===== config.mk =====
export PLATFORM = sky130hd
export DESIGN_NAME = data_mem_arbiter
export DESIGN_NICKNAME = d
export VERILOG_FILES = /design/src/rtl/data_mem_arb_pkg.sv /design/src/rtl/data_mem_arb_pick.sv /design/src/rtl/data_mem_arbiter.sv
export SDC_FILE = /design/constraint.sdc
export NUM_CORES = 1
export LEC_CHECK = 0
export ABC_AREA = 1
export BUFFER_PORTS_ARGS = -buffer_cell sky130_fd_sc_hd__buf_2
export CAP_MARGIN = 20
export CELL_PAD_IN_SITES_DETAIL_PLACEMENT = 0
export CELL_PAD_IN_SITES_GLOBAL_PLACEMENT = 2
export CORE_MARGIN = 3
export CORE_UTILIZATION = 22
export DETAILED_ROUTE_END_ITERATION = 12
export PLACE_DENSITY_LB_ADDON = 0.1
export SYNTH_ARGS = -nofsm -noshare
export SYNTH_HDL_FRONTEND = slang
export SYNTH_SLANG_ARGS = --single-unit

===== constraint.sdc =====
create_clock -name clk -period 1.7 [get_ports clk]
set_input_delay 0.425 -clock clk [delete_from_list [all_inputs] [get_ports clk]]
set_output_delay 0.425 -clock clk [all_outputs]
set_load 0.1 [all_outputs]

===== src/rtl/data_mem_arb_pkg.sv =====
// Shared types and constants for the data memory arbiter.
//   state_e  : transaction sequencer states (IDLE, ISSUE, WAIT, RESP)
//   port_e   : requester select (CPU, DMA)
//   req_t    : one requester's transaction fields as presented to memory
//   ABORT_RDATA            : load result returned when the watchdog aborts
//   DEFAULT_TIMEOUT_CYCLES : default WAIT budget before abort
// The arbitration policy is chosen by DATA_MEM_ARB_RR_EN (see data_mem_arb_pick).
package data_mem_arb_pkg;

  typedef enum logic [1:0] {
    IDLE,
    ISSUE,
    WAIT,
    RESP
  } state_e;

  typedef enum logic {
    CPU,
    DMA
  } port_e;

  typedef struct packed {
    logic        we;
    logic [31:0] addr;
    logic [31:0] wdata;
    logic [3:0]  sign_mask;
  } req_t;

  localparam logic [31:0] ABORT_RDATA            = 32'h0;
  localparam int          DEFAULT_TIMEOUT_CYCLES = 16;

endpackage


===== src/rtl/data_mem_arb_pick.sv =====
// Winner select for the two requesters.
//   clk, rst_n : clock and synchronous active-low reset (pointer register only)
//   cpu_req    : CPU load/store unit request
//   dma_req    : DMA/debug request
//   take       : a grant is issued this cycle; the pointer follows the winner
//   winner     : port that wins if a grant is taken now
//   any_req    : at least one port is requesting
// Build option DATA_MEM_ARB_RR_EN: defined -> round-robin with a "last granted"
// pointer that resets to DMA; undefined -> fixed priority, CPU over DMA, no pointer.
module data_mem_arb_pick
  import data_mem_arb_pkg::*;
(
  input  logic  clk,
  input  logic  rst_n,
  input  logic  cpu_req,
  input  logic  dma_req,
  input  logic  take,
  output port_e winner,
  output logic  any_req
);

  assign any_req = cpu_req | dma_req;

`ifdef DATA_MEM_ARB_RR_EN
  port_e last_q, last_d;

  always_comb begin
    winner = CPU;
    if (cpu_req && dma_req) begin
      // Contention: the port that was not granted last goes first.
      if (last_q == CPU) winner = DMA;
      else               winner = CPU;
    end else if (dma_req) begin
      winner = DMA;
    end

    last_d = last_q;
    if (take) last_d = winner;
  end

  always_ff @(posedge clk) begin
    if (!rst_n) last_q <= DMA;
    else        last_q <= last_d;
  end
`else
  always_comb begin
    winner = CPU;
    if (!cpu_req && dma_req) winner = DMA;
  end

  // Clock, reset and take only feed the pointer of the round-robin build.
  logic unused_rr;
  assign unused_rr = ^{clk, rst_n, take};
`endif

endmodule


===== src/rtl/data_mem_arbiter.sv =====
// Two-port arbiter and transaction sequencer in front of the stall-based data memory.
// Shares the single memory port between the CPU and a DMA/debug requester, issues a
// one-cycle memread/memwrite strobe per grant, tracks the memory's clk_stall busy
// window and returns a per-port done pulse with captured load data. A watchdog
// aborts a transaction after TIMEOUT_CYCLES WAIT cycles and sets sticky timeout_err.
// Ports:
//   clk, rst_n                        : clock, synchronous active-low reset
//   cpu_*/dma_* req,we,addr,wdata,sign_mask : request side, held until *_done
//   cpu_gnt/dma_gnt                   : high during the ISSUE cycle of that port
//   cpu_done/dma_done                 : one-cycle completion pulse
//   cpu_rdata/dma_rdata               : load result, held until the next completion
//   mem_addr, mem_write_data, mem_sign_mask, mem_memread, mem_memwrite : to memory
//   mem_read_data, mem_clk_stall      : from memory
//   timeout_err                       : sticky abort flag, cleared by reset only
// Build option DATA_MEM_ARB_RR_EN selects round-robin instead of CPU-first priority.
module data_mem_arbiter
  import data_mem_arb_pkg::*;
#(
  parameter int TIMEOUT_CYCLES = DEFAULT_TIMEOUT_CYCLES
) (
  input  logic        clk,
  input  logic        rst_n,
  input  logic        cpu_req,
  input  logic        cpu_we,
  input  logic [31:0] cpu_addr,
  input  logic [31:0] cpu_wdata,
  input  logic [3:0]  cpu_sign_mask,
  output logic        cpu_gnt,
  output logic        cpu_done,
  output logic [31:0] cpu_rdata,
  input  logic        dma_req,
  input  logic        dma_we,
  input  logic [31:0] dma_addr,
  input  logic [31:0] dma_wdata,
  input  logic [3:0]  dma_sign_mask,
  output logic        dma_gnt,
  output logic        dma_done,
  output logic [31:0] dma_rdata,
  output logic [31:0] mem_addr,
  output logic [31:0] mem_write_data,
  output logic        mem_memread,
  output logic        mem_memwrite,
  output logic [3:0]  mem_sign_mask,
  input  logic [31:0] mem_read_data,
  input  logic        mem_clk_stall,
  output logic        timeout_err
);

  localparam int                CNT_W   = $clog2(TIMEOUT_CYCLES + 1);
  localparam logic [CNT_W-1:0]  CNT_MAX = CNT_W'(TIMEOUT_CYCLES);

  state_e            state_q, state_d;
  port_e             sel_q, sel_d;
  logic              seen_stall_q, seen_stall_d;
  logic [CNT_W-1:0]  cnt_q, cnt_d;
  req_t              mem_q, mem_d;
  logic              memread_q, memread_d;
  logic              memwrite_q, memwrite_d;
  logic              cpu_gnt_q, cpu_gnt_d;
  logic              dma_gnt_q, dma_gnt_d;
  logic              cpu_done_q, cpu_done_d;
  logic              dma_done_q, dma_done_d;
  logic [31:0]       cpu_rdata_q, cpu_rdata_d;
  logic [31:0]       dma_rdata_q, dma_rdata_d;
  logic              timeout_err_q, timeout_err_d;

  req_t        cpu_fields, dma_fields;
  port_e       winner;
  logic        any_req;
  logic        take;
  logic        txn_end;
  logic        txn_abort;
  logic [31:0] load_result;

  assign cpu_fields = '{we: cpu_we, addr: cpu_addr, wdata: cpu_wdata, sign_mask: cpu_sign_mask};
  assign dma_fields = '{we: dma_we, addr: dma_addr, wdata: dma_wdata, sign_mask: dma_sign_mask};

  // A grant is only taken from IDLE; requests seen in any other state just wait.
  assign take = (state_q == IDLE) && any_req;

  data_mem_arb_pick u_pick (
    .clk     (clk),
    .rst_n   (rst_n),
    .cpu_req (cpu_req),
    .dma_req (dma_req),
    .take    (take),
    .winner  (winner),
    .any_req (any_req)
  );

  // NOTE: every variable gets its hold/idle value before the case statement, so no
  // path through the block leaves one unassigned and no latch is inferred.
  always_comb begin
    state_d       = state_q;
    sel_d         = sel_q;
    seen_stall_d  = seen_stall_q;
    cnt_d         = cnt_q;
    mem_d         = mem_q;
    memread_d     = 1'b0;
    memwrite_d    = 1'b0;
    cpu_gnt_d     = 1'b0;
    dma_gnt_d     = 1'b0;
    cpu_done_d    = 1'b0;
    dma_done_d    = 1'b0;
    cpu_rdata_d   = cpu_rdata_q;
    dma_rdata_d   = dma_rdata_q;
    timeout_err_d = timeout_err_q;
    txn_end       = 1'b0;
    txn_abort     = 1'b0;

    case (state_q)
      IDLE: begin
        if (any_req) begin
          sel_d = winner;
          if (winner == CPU) begin
            mem_d     = cpu_fields;
            cpu_gnt_d = 1'b1;
          end else begin
            mem_d     = dma_fields;
            dma_gnt_d = 1'b1;
          end
          memwrite_d = mem_d.we;
          memread_d  = !mem_d.we;
          state_d    = ISSUE;
        end
      end

      ISSUE: state_d = WAIT;

      WAIT: begin
        cnt_d = cnt_q + CNT_W'(1);
        if (mem_clk_stall) seen_stall_d = 1'b1;
        // Completion is the falling edge of a stall we actually observed; a memory
        // that has not yet raised stall is still busy, not finished.
        if (!mem_clk_stall && seen_stall_q) begin
          txn_end = 1'b1;
        end else if (cnt_d == CNT_MAX) begin
          txn_end   = 1'b1;
          txn_abort = 1'b1;
        end
      end

      RESP: begin
        cnt_d        = '0;
        seen_stall_d = 1'b0;
        state_d      = IDLE;
      end

      default: state_d = IDLE;
    endcase

    load_result = txn_abort ? ABORT_RDATA : mem_read_data;

    if (txn_end) begin
      state_d = RESP;
      if (txn_abort) timeout_err_d = 1'b1;
      if (sel_q == CPU) begin
        cpu_done_d = 1'b1;
        if (!mem_q.we) cpu_rdata_d = load_result;
      end else begin
        dma_done_d = 1'b1;
        if (!mem_q.we) dma_rdata_d = load_result;
      end
    end
  end

  // NOTE: state registers use non-blocking assignments so every flop samples the
  // values from before this edge, independent of statement order.
  always_ff @(posedge clk) begin
    // NOTE: the datapath registers (memory fields, rdata) are reset as well, because
    // every output must read 0 straight out of reset, including mid-transaction.
    if (!rst_n) begin
      state_q       <= IDLE;
      sel_q         <= CPU;
      seen_stall_q  <= 1'b0;
      cnt_q         <= '0;
      mem_q         <= '0;
      memread_q     <= 1'b0;
      memwrite_q    <= 1'b0;
      cpu_gnt_q     <= 1'b0;
      dma_gnt_q     <= 1'b0;
      cpu_done_q    <= 1'b0;
      dma_done_q    <= 1'b0;
      cpu_rdata_q   <= '0;
      dma_rdata_q   <= '0;
      timeout_err_q <= 1'b0;
    end else begin
      state_q       <= state_d;
      sel_q         <= sel_d;
      seen_stall_q  <= seen_stall_d;
      cnt_q         <= cnt_d;
      mem_q         <= mem_d;
      memread_q     <= memread_d;
      memwrite_q    <= memwrite_d;
      cpu_gnt_q     <= cpu_gnt_d;
      dma_gnt_q     <= dma_gnt_d;
      cpu_done_q    <= cpu_done_d;
      dma_done_q    <= dma_done_d;
      cpu_rdata_q   <= cpu_rdata_d;
      dma_rdata_q   <= dma_rdata_d;
      timeout_err_q <= timeout_err_d;
    end
  end

  assign cpu_gnt        = cpu_gnt_q;
  assign dma_gnt        = dma_gnt_q;
  assign cpu_done       = cpu_done_q;
  assign dma_done       = dma_done_q;
  assign cpu_rdata      = cpu_rdata_q;
  assign dma_rdata      = dma_rdata_q;
  assign mem_addr       = mem_q.addr;
  assign mem_write_data = mem_q.wdata;
  assign mem_sign_mask  = mem_q.sign_mask;
  assign mem_memread    = memread_q;
  assign mem_memwrite   = memwrite_q;
  assign timeout_err    = timeout_err_q;

endmodule


After elaboration in Yosys (flattened, before gate mapping)

Cells that the tools add are included.

Register bits after elaboration: 149
Bits of input ports: 175
Output and inout port bits: 139
Logic and storage cells: 63

Add/sub/neg operators: 1
Eq/ne operators: 6
Muxes and demuxes: 20
Bitwise logic cells: 3
Reductions and logical operators: 16

Operators by type and width:

| kind                                           | number |
|---|---|
| two-way mux 69 bit                             | 3 |
| two-way mux 32 bit                             | 1 |
| two-way mux 1 bit                              | 11 |
| case mux 5 bit (2 select lines)                | 1 |
| AND reduction 2 bit                            | 5 |
| AND reduction 3 bit                            | 3 |
| case mux 2 bit (3 select lines)                | 1 |
| adder 5 x 1 -> 5 bit (second input constant)   | 1 |
| == test 5 bit (second input constant)          | 1 |
| == test 2 bit (second input constant)          | 2 |
| two-way mux 2 bit                              | 2 |
| nonzero test 4 bit                             | 1 |
| zero test 1 bit                                | 3 |
| != test 3 bit (second input constant)          | 1 |
| == test 2 x 1 -> 1 bit (second input constant) | 1 |
| logical AND 1 bit                              | 2 |
| zero test 2 bit                                | 1 |
| != test 2 bit (second input constant)          | 1 |
| NOT 1 bit                                      | 2 |
| case mux 1 bit (2 select lines)                | 1 |
| nonzero test 2 bit                             | 1 |
| bitwise OR 1 bit                               | 1 |

Depth between registers and ports, before layout

Depth in word-level cells: 7
Mapped depth: 12

By module

From an unflattened synthesis, not the netlist that was laid out.

Cells, all modules: 894
Area total of the unflattened synthesis: 6,516.2 um^2

By module, submodules not included:

| module            | instances | cells each | area an instance (um^2) | seq. area each (um^2) |
|---|---|---|---|---|
| data_mem_arbiter  | 1         | 890        | 6,501.2                 | 2,982.9 |
| data_mem_arb_pick | 1         | 4          | 15.0                    | 0.0 |

Worst setup path after synthesis

OpenSTA, ideal clock, no wires.

Path type: register to register
From: register cnt_q[0]
To: register dma_rdata_q[21], in the netlist dma_rdata[21]
Library setup time: 0.118 ns
Arrival time: 1.583 ns
Required time: 1.582 ns
Path slack: -0.001 ns
Stages on the path, launching flop included: 12
Path buffers: 1
Path through: dfxtp_1 > ha_1 > nand3_1 > nand2_1 > nand2_1 > nor2_4 > nand2_4 > nand2_4 > nand3_4 > buf_2 > a21oi_1 > nor2_1

Word-level cells in the longest chain between the ends: 6
Elaborated cells on any way between the ends: 9

Ends and longest elaborated chain:

| element                                                                    | line                    | source |
|---|---|---|
| start, declared                                                            | data_mem_arbiter.sv:55  | `logic [CNT_W-1:0] cnt_q, cnt_d;` |
| start signal, assigned                                                     | data_mem_arbiter.sv:191 | `cnt_q <= cnt_d;` |
| adder 5 x 1 -> 5 bit (*)                                                   | data_mem_arbiter.sv:131 | `cnt_d = cnt_q + CNT_W'(1);` |
| == test 5 bit (*)                                                          | data_mem_arbiter.sv:137 | `end else if (cnt_d == CNT_MAX) begin` |
| two-way mux 1 bit (*)                                                      | data_mem_arbiter.sv:137 |  |
| two-way mux 1 bit                                                          | data_mem_arbiter.sv:135 | `if (!mem_clk_stall && seen_stall_q) begin` |
| two-way mux 1 bit                                                          | data_mem_arbiter.sv:111 | `case (state_q)` |
| AND reduction 3 bit (no source line) or two-way mux 32 bit (tied branches) | -                       |  |
| end signal, assigned                                                       | data_mem_arbiter.sv:200 | `dma_rdata_q <= dma_rdata_d;` |
| end, declared                                                              | data_mem_arbiter.sv:64  | `logic [31:0] dma_rdata_q, dma_rdata_d;` |

Every way passes the cells marked *; elsewhere a longest branch is shown, timed or not.
A chain may end at the register's enable or synchronous reset.

Final worst setup path

From: register cnt_q[0]
To: register dma_rdata_q[6], in the netlist dma_rdata[6]

The elaborated chain is that of the path after synthesis.

==> results.md <==
- I/O pin total: 314
- Worst-skew pair later-pin latency: 430 ps
- Mapped Cells: 841
- Clock share of power: 32.4%
- CTS sink cnt: 149
- Area share of the largest cell type after synthesis: 47.0%
- R2R Setup Slk: 10 ps
- Tcrit/Tclk final: 99.1%
- Sequential share of power: 30.3%
- Area occupied by multi-input gates: 2630 sq um
- Clock slew at reported path FFs: 80 ps
- Synth cell types: 28
- Initial Util: 22.6%
- Combinational power share: 37.2%
- Post-synthesis average cell area: 7.54 sq um
- Fmax: 593 MHz
- FF-to-FF Start: cnt_q[0]
- Clk root buf: clkbuf_16
- Core region area: 28100 sq um
- CP Class: flip-flop to flip-flop
- Setup TNS: 0 ps
- Sw power: 6.14 mW
- PD cells: 1520 nW/um^2
- Crit start category: flip-flop
- Via count: 6207
- Slew HR: 64.0%
- Run status: completed
- Largest stage delay, worst path: 370 ps
- Fin Clk Skew: 22.5 ps
- CP Max Fanout: 6
- Maximum clock path buffer count: 2
- #FFs+latches synth: 149
- Setup crit start: cnt_q[0]
- Post-DRT Antenna Nets: 0
- Vias per cell: 4.16
- Pin count of the biggest net entering global routing: 63
- Internal power: 7.63 mW
- Routability-driven placement congestion ratio: 0.708
- Global Route Usage Sum: 14.5%
- Slowest CP cell: dfxtp_4
- First-pass GRT wire length: 34900 um
- Critical path, cell by cell: buf_6 > ha_1 > nand3_2 > nor2_4 > nand2_4 > a21oi_4 > buf_12 > clkbuf_16 > nand2_1 > nand2_1 > nor2_1
- DR WL/cell: 16.1 um
- Fin crit period: 1690 ps
- IO Port Bufs: 313
- Syn_nets: 1022
- Die height: 176 um
- Routed wire length: 24100 um
- Synthesis Warnings: 0
- P_leak: 4.50 nW
- RSZ-0062 raised after global routing: true
- DRC: 0
- # Max-Cap Violations: 0
- Layout cell share with drive strength beyond 1: 39.7%
- Hold crit path type: input pin to flip-flop
- Iter 0 DRT Violations: 210
- Worst setup path endpoint: dma_rdata[6]
- Storage cell area: 2990 sq um
- Reg2Reg Depth: 11
- Hold slack final: 178 ps
- Crit path required time: 2010 ps
- Setup crit end kind: flip-flop
- Initial antenna violation count: 10
- Drt first pass iters: 4
- Critical path data arrival time: 1990 ps
- DP Worst Slack: -40.5 ps
- Die area: 30900 sq um
- CP most frequent cell: nand2_1
- RR Endpoint: dma_rdata[6]
- Layout area overhead: 42.8%
- Final-layout fill cell count: 3133
- Switch share: 44.6%
- Vias in the first global route: 6078
- H-tree depth: 4
- Worst setup margin: 14.9 ps
- Max-slew violations: 0
- Final hold violation count: 0
- Cell taking the most area after synthesis: dfxtp_1
- Maximum vdd drop: 0.866 mV
- Grt ovf: 0
- Row count: 61
- Slew @ Worst Pin: 544 ps
- Setup-failing EPs final: 0
- TritonCTS buffer count: 17
- CTS tree: built
- HPWL Detailed: 16700 um
- Layout Nets: 1281
- Util after Layout: 32.2%
- Cell Area, Synth: 6340 sq um
- Register area share after synthesis: 47.0%
- Dominant cells by area after synthesis: dfxtp_1 (47%), nand2_1 (15%), buf_4 (8.0%)
- Die W: 176 um
-- timing repair --
item,in CTS,in global routing
resized for setup,6,47
pin swaps,0,3
setup endpoints to repair,37,81
buffers inserted,0,1
cloned,0,7
hold buffers,0,0
-- final cells by class --
type | count | share of cell area, %
antenna | 2 | 0.0553
clock buffer | 17 | 4.70
clock inverter | 15 | 2.87
inverter | 27 | 1.20
multi-input combinational | 552 | 29.1
sequential | 149 | 33.0
tap | 378 | 5.22
timing repair buffer | 353 | 23.9
-- logic make-up (layout without fill, tap and decap cells) --
kind of cell               Yosys count  count (layout)  synth area share (%)
AOI/OAI and AO/OA                  132             132                  11.2
adders and majority gates            6               6                  1.18
buffers and inverters              140             412                  13.5
DFF                                149             149                  47.0
other                                0               2                     0
and+or+nand+nor                    414             414                  27.1
-- cells in the final DEF, fill, tap and decap left out, types with 8 or more instances in the layout --
cell type    n
nand2_1    235
nand3_1     64
a22oi_1      8
inv_1       21
o21ai_0     45
a21oi_2     20
buf_2      310
dfxtp_1    145
nor2_1      86
o21ai_1     13
a21oi_1     41
nand2_2     11
clkbuf_16   22
buf_12      15
buf_4       18
-- power groups by stage --
stage	Sequential (mW)	Clock (mW)	Combinational, mW
floorplan	4.37	0	4.32
global placement	4.24	0	5.14
detailed placement	4.23	0	5.11
CTS	4.17	4.63	5.12
global route	4.23	4.74	5.42
finish	4.18	4.47	5.13
-- through the flow --
step	std cells	power, mW	cell area [sq um]
floorplan	841	8.69	6350
global placement	1451	9.38	8040
detailed placement	1451	9.34	8040
CTS	1483	13.9	8740
global route	1493	14.4	9060
finish	1493	13.8	9060
-- worst min path at each step --
stage	startpoint	end	slack, ps	cells past startpoint
global placement	timeout_err	timeout_err	440	2
floorplan	mem_addr[0]	mem_addr[0]	440	2
finish	cpu_wdata[3]	mem_write_data[3]	180	3
detailed placement	timeout_err	timeout_err	440	2
CTS	dma_addr[17]	mem_addr[17]	170	3
global route	dma_addr[7]	mem_addr[7]	170	3
-- synth_stat cells --
cell and n:
inv_1 23, nor2_4 2, nand2_4 2, buf_4 68
o22ai_1 1, nor2_1 87, nor3_1 2, nand3_1 66
nand2_1 246, clkinv_1 1, or2_2 2, nand3_2 2
a21oi_1 61, buf_2 11, a21oi_4 2, clkbuf_2 1
o21ai_1 12, a211oi_1 1, ha_1 6, buf_6 8
a22oi_1 8, o211ai_1 1, nand3_4 2, nand4_1 3
clkbuf_1 25, inv_2 3, dfxtp_1 149, o21ai_0 46
-- worst max-delay path, delay by kind of cell, from the launching register on --
family,cells,cell delay [ps]
AND/OR/NAND/NOR,6,470
flip-flops,1,370
buffers and inverters,3,410
AO/OA/AOI/OAI,1,150
adder cells (fa/ha/maj),1,150
-- sequential cells by signal, indices dropped and copies added, names as in the netlist --
register,flops
state_q,2
mem_memwrite,1
seen_stall_q,1
cnt_q,5
cpu_gnt,1
cpu_rdata,32
dma_rdata,32
mem_sign_mask,4
timeout_err,1
sel_q,1
mem_memread,1
dma_gnt,1
mem_addr,32
mem_q,1
mem_write_data,32
cpu_done,1
dma_done,1
-- per-layer routing --
metal  global-route usage, %  part of all wire (%)
met1                    17.8                    43
met4                    3.70                   1.1
met3                    6.33                   8.4
met5                       0                  0.56
met2                    23.4                    47
No activity file was read; power rests on OpenSTA's default activity.
